===== config.mk =====
export PLATFORM = sky130hd
export DESIGN_NAME = mem_port_arbiter_flat
export DESIGN_NICKNAME = d
export VERILOG_FILES = /design/src/rtl/mem_port_arbiter_if.sv /design/src/rtl/mem_port_arbiter.sv /design/src/flat_wrapper.sv
export SDC_FILE = /design/constraint.sdc
export NUM_CORES = 1
export LEC_CHECK = 0
export ABC_AREA = 1
export BUFFER_PORTS_ARGS = -buffer_cell sky130_fd_sc_hd__clkbuf_2
export CAP_MARGIN = 20
export CORE_ASPECT_RATIO = 0.75
export CORE_MARGIN = 4
export CORE_UTILIZATION = 42
export DETAILED_ROUTE_END_ITERATION = 10
export PLACE_DENSITY = 0.7
export SLEW_MARGIN = 10
export SYNTH_ARGS = -nofsm -noshare
export SYNTH_HDL_FRONTEND = slang
export SYNTH_SLANG_ARGS = --single-unit
export TNS_END_PERCENT = 100

===== constraint.sdc =====
create_clock -name clk -period 1.6 [get_ports clk]
set_input_delay 0.24 -clock clk [delete_from_list [all_inputs] [get_ports clk]]
set_output_delay 0.24 -clock clk [all_outputs]
set_load 0.01 [all_outputs]

===== src/rtl/mem_port_arbiter_if.sv =====
// mem_port_arbiter_if
//   Bundles the three requester handshakes (fetch, data, stack) and the
//   shared memory port that mem_port_arbiter sits between.
//   slave  : arbiter side (takes requests and mem_rdata, drives done/rdata/mem_*)
//   master : datapath/memory side (the mirror image)
interface mem_port_arbiter_if;
  // fetch requester
  logic        f_req;
  logic [31:0] f_addr;
  logic        f_done;
  // data load/store requester
  logic        d_req;
  logic        d_we;
  logic [31:0] d_addr;
  logic [31:0] d_wdata;
  logic        d_done;
  // stack push/pop requester
  logic        s_req;
  logic        s_we;
  logic [31:0] s_addr;
  logic [31:0] s_wdata;
  logic        s_done;
  // shared response / status
  logic [31:0] rdata;
  logic        busy;
  // memory port
  logic [31:0] mem_addr;
  logic [31:0] mem_wdata;
  logic        mem_re;
  logic        mem_we;
  logic [31:0] mem_rdata;

  modport slave (
    input  f_req, f_addr,
    input  d_req, d_we, d_addr, d_wdata,
    input  s_req, s_we, s_addr, s_wdata,
    input  mem_rdata,
    output f_done, d_done, s_done, rdata, busy,
    output mem_addr, mem_wdata, mem_re, mem_we
  );

  modport master (
    output f_req, f_addr,
    output d_req, d_we, d_addr, d_wdata,
    output s_req, s_we, s_addr, s_wdata,
    output mem_rdata,
    input  f_done, d_done, s_done, rdata, busy,
    input  mem_addr, mem_wdata, mem_re, mem_we
  );
endinterface


===== src/rtl/mem_port_arbiter.sv =====
// mem_port_arbiter
//   Shares one 32-bit fixed-latency memory port between fetch (F), data (D)
//   and stack (S) requesters. One transaction in flight; IDLE -> ISSUE -> WAIT.
//   Fixed priority D > S > F, except fetch is forced to win once it has lost
//   STARVE_MAX consecutive arbitrations.
//   Params: MEM_LAT (1..15) memory read latency, STARVE_MAX (1..15).
//   Ports : clk, rst_n (async, active low), bus (mem_port_arbiter_if.slave).
module mem_port_arbiter #(
  parameter int unsigned MEM_LAT    = 1,
  parameter int unsigned STARVE_MAX = 4
) (
  input logic              clk,
  input logic              rst_n,
  mem_port_arbiter_if.slave bus
);

  localparam logic [1:0] IDLE  = 2'd0;
  localparam logic [1:0] ISSUE = 2'd1;
  localparam logic [1:0] WAIT  = 2'd2;

  localparam logic [1:0] ID_F = 2'd0;
  localparam logic [1:0] ID_D = 2'd1;
  localparam logic [1:0] ID_S = 2'd2;

  localparam logic [3:0] LAT = MEM_LAT[3:0];
  localparam logic [3:0] CAP = STARVE_MAX[3:0];

  typedef struct packed {
    logic [1:0]  id;
    logic        we;
    logic [31:0] addr;
    logic [31:0] wdata;
  } req_t;

  logic [1:0]  state;
  req_t        cur;        // latched winner; also drives mem_addr/mem_wdata
  req_t        win;
  logic        anyReq;
  logic        fWins;
  logic        fEff, dEff, sEff;
  logic [3:0]  latCnt;
  logic [3:0]  starveCnt;
  logic        fDone, dDone, sDone;
  logic [31:0] rdataQ;
  logic        memRe, memWe;

  // Mask each request with its own done pulse: a requester sees done in the
  // same cycle it may still be holding req, and must not be granted again.
  always_comb begin
    fEff   = bus.f_req & ~fDone;
    dEff   = bus.d_req & ~dDone;
    sEff   = bus.s_req & ~sDone;
    win    = '0;
    anyReq = 1'b0;
    fWins  = 1'b0;
    if (fEff && starveCnt == CAP) begin
      win.id   = ID_F;
      win.addr = bus.f_addr;
      fWins    = 1'b1;
      anyReq   = 1'b1;
    end else if (dEff) begin
      win.id    = ID_D;
      win.we    = bus.d_we;
      win.addr  = bus.d_addr;
      win.wdata = bus.d_wdata;
      anyReq    = 1'b1;
    end else if (sEff) begin
      win.id    = ID_S;
      win.we    = bus.s_we;
      win.addr  = bus.s_addr;
      win.wdata = bus.s_wdata;
      anyReq    = 1'b1;
    end else if (fEff) begin
      win.id   = ID_F;
      win.addr = bus.f_addr;
      fWins    = 1'b1;
      anyReq   = 1'b1;
    end
  end

  always_ff @(posedge clk or negedge rst_n) begin
    if (!rst_n) begin
      state     <= IDLE;
      cur       <= '0;
      latCnt    <= '0;
      starveCnt <= '0;
      fDone     <= 1'b0;
      dDone     <= 1'b0;
      sDone     <= 1'b0;
      rdataQ    <= '0;
      memRe     <= 1'b0;
      memWe     <= 1'b0;
    end else begin
      fDone <= 1'b0;
      dDone <= 1'b0;
      sDone <= 1'b0;
      case (state)
        IDLE: begin
          if (anyReq) begin
            cur   <= win;
            // strobes are registered here so they are high during ISSUE
            memRe <= ~win.we;
            memWe <= win.we;
            state <= ISSUE;
            if (fEff) begin
              if (fWins)
                starveCnt <= '0;
              else if (starveCnt != CAP)
                starveCnt <= starveCnt + 4'd1;
            end
          end
        end
        ISSUE: begin
          memRe  <= 1'b0;
          memWe  <= 1'b0;
          latCnt <= LAT;
          state  <= WAIT;
        end
        WAIT: begin
          latCnt <= latCnt - 4'd1;
          if (latCnt == 4'd1) begin
            if (!cur.we)
              rdataQ <= bus.mem_rdata;
            fDone <= (cur.id == ID_F);
            dDone <= (cur.id == ID_D);
            sDone <= (cur.id == ID_S);
            state <= IDLE;
          end
        end
        default: state <= IDLE;
      endcase
    end
  end

  assign bus.f_done    = fDone;
  assign bus.d_done    = dDone;
  assign bus.s_done    = sDone;
  assign bus.rdata     = rdataQ;
  assign bus.busy      = (state != IDLE);
  assign bus.mem_addr  = cur.addr;
  assign bus.mem_wdata = cur.wdata;
  assign bus.mem_re    = memRe;
  assign bus.mem_we    = memWe;

endmodule


===== src/flat_wrapper.sv =====
// flat-port wrapper written by rule: the top's interface ports become plain ports
module mem_port_arbiter_flat 
#(
  parameter int unsigned MEM_LAT    = 1,
  parameter int unsigned STARVE_MAX = 4
)
  (clk, rst_n, bus_f_req, bus_f_addr, bus_d_req, bus_d_we, bus_d_addr, bus_d_wdata, bus_s_req, bus_s_we, bus_s_addr, bus_s_wdata, bus_mem_rdata, bus_f_done, bus_d_done, bus_s_done, bus_rdata, bus_busy, bus_mem_addr, bus_mem_wdata, bus_mem_re, bus_mem_we);
  mem_port_arbiter_if bus_i ();
  input logic clk;
  input logic rst_n;
  input wire logic [$bits(bus_i.f_req)-1:0] bus_f_req;
  input wire logic [$bits(bus_i.f_addr)-1:0] bus_f_addr;
  input wire logic [$bits(bus_i.d_req)-1:0] bus_d_req;
  input wire logic [$bits(bus_i.d_we)-1:0] bus_d_we;
  input wire logic [$bits(bus_i.d_addr)-1:0] bus_d_addr;
  input wire logic [$bits(bus_i.d_wdata)-1:0] bus_d_wdata;
  input wire logic [$bits(bus_i.s_req)-1:0] bus_s_req;
  input wire logic [$bits(bus_i.s_we)-1:0] bus_s_we;
  input wire logic [$bits(bus_i.s_addr)-1:0] bus_s_addr;
  input wire logic [$bits(bus_i.s_wdata)-1:0] bus_s_wdata;
  input wire logic [$bits(bus_i.mem_rdata)-1:0] bus_mem_rdata;
  output wire logic [$bits(bus_i.f_done)-1:0] bus_f_done;
  output wire logic [$bits(bus_i.d_done)-1:0] bus_d_done;
  output wire logic [$bits(bus_i.s_done)-1:0] bus_s_done;
  output wire logic [$bits(bus_i.rdata)-1:0] bus_rdata;
  output wire logic [$bits(bus_i.busy)-1:0] bus_busy;
  output wire logic [$bits(bus_i.mem_addr)-1:0] bus_mem_addr;
  output wire logic [$bits(bus_i.mem_wdata)-1:0] bus_mem_wdata;
  output wire logic [$bits(bus_i.mem_re)-1:0] bus_mem_re;
  output wire logic [$bits(bus_i.mem_we)-1:0] bus_mem_we;
  assign bus_i.f_req = bus_f_req;
  assign bus_i.f_addr = bus_f_addr;
  assign bus_i.d_req = bus_d_req;
  assign bus_i.d_we = bus_d_we;
  assign bus_i.d_addr = bus_d_addr;
  assign bus_i.d_wdata = bus_d_wdata;
  assign bus_i.s_req = bus_s_req;
  assign bus_i.s_we = bus_s_we;
  assign bus_i.s_addr = bus_s_addr;
  assign bus_i.s_wdata = bus_s_wdata;
  assign bus_i.mem_rdata = bus_mem_rdata;
  assign bus_f_done = bus_i.f_done;
  assign bus_d_done = bus_i.d_done;
  assign bus_s_done = bus_i.s_done;
  assign bus_rdata = bus_i.rdata;
  assign bus_busy = bus_i.busy;
  assign bus_mem_addr = bus_i.mem_addr;
  assign bus_mem_wdata = bus_i.mem_wdata;
  assign bus_mem_re = bus_i.mem_re;
  assign bus_mem_we = bus_i.mem_we;
  mem_port_arbiter #(.MEM_LAT(MEM_LAT), .STARVE_MAX(STARVE_MAX)) u_core (.clk(clk), .rst_n(rst_n), .bus(bus_i));
endmodule

==> results of run 1 <==
[repair_timing]
item / in CTS / in global routing
endpoints found under the hold margin: 91 / 0
hold buffers: 1 / 0
pin swaps: 17 / 6
buffers inserted: 0 / 5
setup endpoints to repair: 71 / 41
gates resized for setup: 14 / 9
gates cloned: 1 / 4
[area by class of cell]
class                   count  area, um2  share of cell area, %
clock inverters            14        178                   2.07
multi-input cells         534       2780                   32.4
clock buffers              18        439                   5.12
flip-flops and latches    114       2850                   33.3
repair buffers            337       1970                   23.0
inverters                  23        101                   1.18
well taps                 200        250                   2.92
[where the power goes]
| group | total (mW) | switching [mW] | internal, mW |
|---|---|---|---|
| clock network | 3.90 | 1.39 | 2.51 |
| registers | 4.94 | 0.732 | 4.21 |
| logic | 7.54 | 4.49 | 3.05 |
[sequential cells by signal (all words and copies together), names as in the netlist]
signal / count
u_core.bus.f_done: 1
u_core.bus.d_done: 1
u_core.starveCnt: 4
u_core.bus.s_done: 1
u_core.cur: 3
u_core.bus.rdata: 32
u_core.state: 2
u_core.bus.mem_we: 1
u_core.latCnt: 4
u_core.bus.mem_wdata: 32
u_core.bus.mem_addr: 32
u_core.bus.mem_re: 1
[tightest hold or removal path, delay by kind of cell]
family	cells	cell delay, ns
buf+inv	1	0.08
simple gates	2	0.12
[worst min path at each step]
stage / to / slack (ns) / cells after the start
6_report: u_core.bus.rdata[1] / 0.07 / 3
5_1_grt: u_core.bus.mem_addr[29] / 0.06 / 3
4_1_cts: u_core.bus.mem_addr[0] / 0.05 / 3
3_5_place_dp: u_core.bus.mem_wdata[9] / 0.11 / 1
3_3_place_gp: u_core.bus.mem_wdata[9] / 0.11 / 1
2_1_floorplan: u_core.bus.d_done / -0.06 / 0
[cells in the mapped netlist, drive strengths merged]
library cell / number / share of area [%]
clkbuf: 6 / 0.51
nand3: 104 / 9.9
nor3b: 2 / 0.23
ha: 7 / 1.4
dfrtp: 114 / 44
clkinv: 1 / 0.058
buf: 100 / 12
nor3: 1 / 0.078
xnor2: 1 / 0.14
nand2: 321 / 19
inv: 22 / 1.3
o21ai: 43 / 5.1
a21oi: 3 / 0.41
o211ai: 2 / 0.23
a21boi: 32 / 3.7
nor2: 14 / 1.3
[logic make-up (layout without fill, tap and decap cells)]
group,after synthesis,count (layout),synth area share (%)
buffers and inverters,129,392,13.5
xor gates and xnor gates,1,1,0.137
adders and majority gates,7,7,1.37
DFF,114,114,44.5
AOI/OAI and AO/OA,80,80,9.50
and+or+nand+nor,442,446,31.0
[per-layer routing]
layer	vias to the layer above	part of all wire (%)
met5	-	0
met3	16	8.5
li1	2926	-
met1	2657	43
met2	238	47
met4	0	1.0
==> run metrics, run 1 <==
status=complete, no violations; Reg-to-Reg End=u_core.starveCnt[2]; Die ar.=between 0.015 and 0.02 mm2; Layout Cells excl Fill=between 1000 and 1500; critical path arrival=around 1.3 ns; sequential-to-total area share from yosys stat=44.5%; met2 usage=between 30 and 40%; CORE AREA=0.0147 mm2; first-pass GRT wire length=around 28 mm; met3 Use GR=5.63%; largest net degree at the start of global routing=54; CP top delay family=flip-flops; cell area power density=around 1900 mW/mm2; setup slack after layout=~0.031 ns; clk_lat worst skew=0.40 ns; worst r2r src=u_core.state[1]; count of state elements after synthesis=114; fin crit period=between 1.5 and 2 ns; DR pass1 iterations=4; Most Crowded Layer GR=met2; commonest non-fill, non-tap cell in the layout=nand2_1; Critical Path Source Type=flip-flop; clock sink total=114; most frequent cells in the layout=nand2_1, clkbuf_2, dfrtp_1, nand3_1, o21ai_2; Ys Warns=0; max_slew headroom=76.1%; clock-pin slew on the worst setup and hold paths=~0.06 ns; RSZ-0062 raised after global routing=yes; post-synthesis average cell area=around 8.3 um2; Setup crit start=u_core.state[1]; final setup vio count=0; Residual DRC=0; grt total ovfl=0; Initial Utilization=43.7%; Routed Antenna Nets=0; r2r setup slk=roughly 0.10 ns; CTS tree=done; crit path buf inv count=4; worst-case clock buffer depth=2; Lkg Pwr=4.69 nW; TNS Setup=0 ns; nets@finish=roughly 1200; Layout Utilization=a little under 60%; initial antenna violation count=0; Post-Syn Nets=around 980; Worst Path Required=1.36 ns; Max Fclk=0.637 GHz; peak supply drop=~0.76 mV; DR vias=5837; final instance area=0.00857 mm2; post-synth cell types=32; IO Port Bufs=300; grt met1 use=25.9%; layout cell share with drive strength beyond 1=approximately 43%; Crit. End Element=output pin; Total GRT Usage=20.2%; standard-cell rows=38; Crit path depth=5; number of DRC markers in iteration 0=~240; Setup Skew=around 0.012 ns; number of diodes=0; pre-CTS WS=-0.201 ns; gpl congestion=around 0.82; DIE WIDTH=around 150 um; Syn Inst Count=773; final wirelength=18.3 mm; htree depth=4; IO Pins=around 300; Inst Count DP=~1200; worst hold margin=0.0710 ns; Fill cells=roughly 1300; Hold Path Origin=bus_mem_rdata[1]; R2R depth=10; wire length per cell=14.8 um; crit-path max cell delay=0.39 ns; Post-Synthesis Cell Area=0.00641 mm2; vias per inst=4.71; vias in the first global route=between 5000 and 6000; Layout area overhead=33.6%; Hold Fails Final Rpt=0; Final HPWL DP=between 10 and 15 mm; Slowest-stage cell, CP=dfrtp_1; max_cap viols=0; root buffer cell=clkbuf_16; CTS buffer count=17; Crit Path Max Fanout=4; fin crit share=a little over nine tenths; slew at the pin with the worst max-slew slack=0.355 ns; total power draw=16.4 mW; Worst setup endpoint=bus_busy; Final Max Tran Viols=0; Die Ht=115 um; Hold Path Class=primary input to flip-flop; critical-path cell list=inv_2 -> ha_4 -> buf_6 -> inv_8 -> buf_8; Post-DP Area=0.00773 mm2; Crit Path Category=flip-flop to output pin
Note: power is estimated with default switching activity, not from simulation.
==> run 2: changes to the inputs <==
--- a/config.mk
+++ b/config.mk
@@ -11,6 +11,7 @@
 export CORE_ASPECT_RATIO = 0.75
 export CORE_MARGIN = 4
 export CORE_UTILIZATION = 42
+export CTS_BUF_LIST = sky130_fd_sc_hd__clkbuf_4
 export DETAILED_ROUTE_END_ITERATION = 10
 export PLACE_DENSITY = 0.7
 export SLEW_MARGIN = 10
==> run 2 against run 1 <==
  * The run now ends with negative setup slack left
  * Wire length is 19% higher
  * Power down 6.7%
  * Utilization up 8.0 points
  * Via count up 15%
  * Combinational power grew 6.8%
  * Global-route usage grew 4.6 points
  * Count of clock-buffer cells in the layout is 1 lower
  * Final area up 14%
  * Cell count increased by 12%
  * Largest power group unchanged
==> run metrics, run 2 (same netlist as run 1, synthesis figures left out) <==
Crit Path Max Fanout=2; peak supply drop=0.725 mV; CTS buffer count=17; setup slack after layout=-0.0558 ns; total power draw=roughly 15 mW; Slowest-stage cell, CP=dfrtp_1; nets@finish=~1400; worst r2r src=u_core.bus.d_done; hold depth=3; Layout Cells excl Fill=1386; clock-pin slew on the worst setup and hold paths=0.11 ns; Die Ht=115 um; Layout area overhead=51.9%; hold path endpoint=u_core.bus.mem_wdata[13]; cell area power density=1570 mW/mm2; sequential fraction of design power=approximately a third; final setup vio count=1; vias per inst=~4.8; Lkg Pwr=5.18 nW; Logic pwr share=52.6%; failing checks=negative setup slack; Inst Count DP=roughly 1200; Hold Fails Final Rpt=0; Final HPWL DP=13.4 mm; Max Fclk=0.604 GHz; largest net degree at the start of global routing=54; r2r setup slk=0.05 ns; Final Max Tran Viols=0; sw power=6.59 mW; critical-path cell list=inv_2 -> ha_4 -> buf_6 -> inv_6 -> buf_8; vias in the first global route=6806; Die ar.=around 0.017 mm2; wire length per cell=15.8 um; Routed Antenna Nets=0; Critical Path Source Type=flip-flop; Layout Utilization=66.3%; switching part of the total=43.1%; CORE AREA=0.0147 mm2; IO Port Bufs=300; commonest non-fill, non-tap cell in the layout=nand2_1; clock power share=15.1%; Worst Path Required=1.36 ns; IO Pins=301; Hold Path Class=primary input to flip-flop; htree depth=4; DIE WIDTH=151 um; status=finished, violations left; standard-cell rows=38; DR vias=6687; most frequent cells in the layout=nand2_1, clkbuf_2, dlygate4sd3_1, dfrtp_1, nand3_1; max_cap viols=0; Crit Path Category=flip-flop to output pin; root buffer cell=clkbuf_4; Total GRT Usage=24.7%; DR pass1 iterations=7; R2R depth=7; first-pass GRT wire length=33.7 mm; pre-CTS WS=-0.201 ns; critical path arrival=1.42 ns; crit-path max cell delay=0.41 ns; layout cell share with drive strength beyond 1=38.1%; clock sink total=about 110; Pint=8.70 mW; initial antenna violation count=1; fin crit period=1.66 ns; Residual DRC=0; CTS tree=done; max_slew headroom=approximately 81%; number of DRC markers in iteration 0=between 300 and 400; slew at the pin with the worst max-slew slack=0.286 ns; Initial Utilization=43.7%; grt total ovfl=0; gpl congestion=~0.82; worst-case clock buffer depth=2; final wirelength=21.9 mm; Crit. End Element=output pin; clk_lat worst skew=0.51 ns; Hold Path Origin=bus_s_wdata[13]; TNS Setup=-0.0558 ns; Setup Skew=0.0273 ns; RSZ-0062 raised after global routing=yes; fin crit share=103%; Reg-to-Reg End=u_core.bus.mem_wdata[3]
run 2: cell types whose count changed in the layout (fill, tap and decap cells not counted), moves of 2 or more:
cell,previous run,this run
dlygate4sd3_1,1,139
clkbuf_4,0,17
clkbuf_16,18,2
diode_2,0,3
buf_12,12,14
buf_6,2,4
nand2_4,2,0
o21ai_0,12,10
o21ai_1,1,3
run 2: per-stage QoR:
step           hold slack, ns  cell area, um2
2_1_floorplan         -0.0556            6410
3_3_place_gp            0.112            7730
3_5_place_dp            0.114            7730
4_1_cts              0.000209            9550
5_1_grt               0.00321            9740
6_report               0.0707            9740
run 2: power by group through the flow:
stage	Clock (mW)	Sequential [mW]	Combinational, mW
final	2.30	4.94	8.05
after global routing	2.53	5.08	8.86
after CTS	2.39	4.91	7.69
after detailed placement	0	4.94	6.96
after global placement	0	4.93	6.84
after floorplan	0	5.03	5.18
run 2: worst max path at each step:
stage	from	endpoint	cells past startpoint
2_1_floorplan	u_core.state[0]	u_core.starveCnt[2]	8
3_3_place_gp	u_core.state[0]	u_core.bus.mem_addr[0]	6
3_5_place_dp	u_core.starveCnt[0]	u_core.bus.mem_addr[28]	7
4_1_cts	u_core.state[1]	bus_busy	5
5_1_grt	u_core.state[1]	bus_busy	5
6_report	u_core.state[0]	bus_busy	5
run 2: critical path, delay by kind of cell (launching register included):
| family | cells | cell delay [ns] |
|---|---|---|
| flip-flops | 1 | 0.41 |
| adder cells (fa/ha/maj) | 1 | 0.16 |
| buffers and inverters | 4 | 0.35 |
run 2: area by class of cell:
| type | count | area (um2) |
|---|---|---|
| fillers | 1143 | 4950 |
| repair buffers | 482 | 3460 |
| flip-flops and latches | 114 | 2850 |
| multi-input cells | 532 | 2760 |
| well taps | 200 | 250 |
| clock inverters | 15 | 181 |
| clock buffers | 17 | 128 |
| inverters | 23 | 101 |
| diodes | 3 | 7.51 |
run 2: timing repair:
item / in CTS / in global routing
resized for setup: 16 / 13
buffers inserted: 6 / 5
hold buffers: 136 / 3
endpoints found under the setup margin: 71 / 60
pin swaps: 5 / 4
cloned: 2 / 2
hold endpoints to repair: 202 / 3
run 2: per-layer routing:
metal	GRT usage (%)	routed length [um]	vias up	share of wire (%)
met5	0	0	-	0
met4	9.84	527	0	2.4
met3	7.64	1880	50	8.6
met2	42.3	10800	338	49
met1	29.3	8700	3084	40
li1	-	-	3215	-
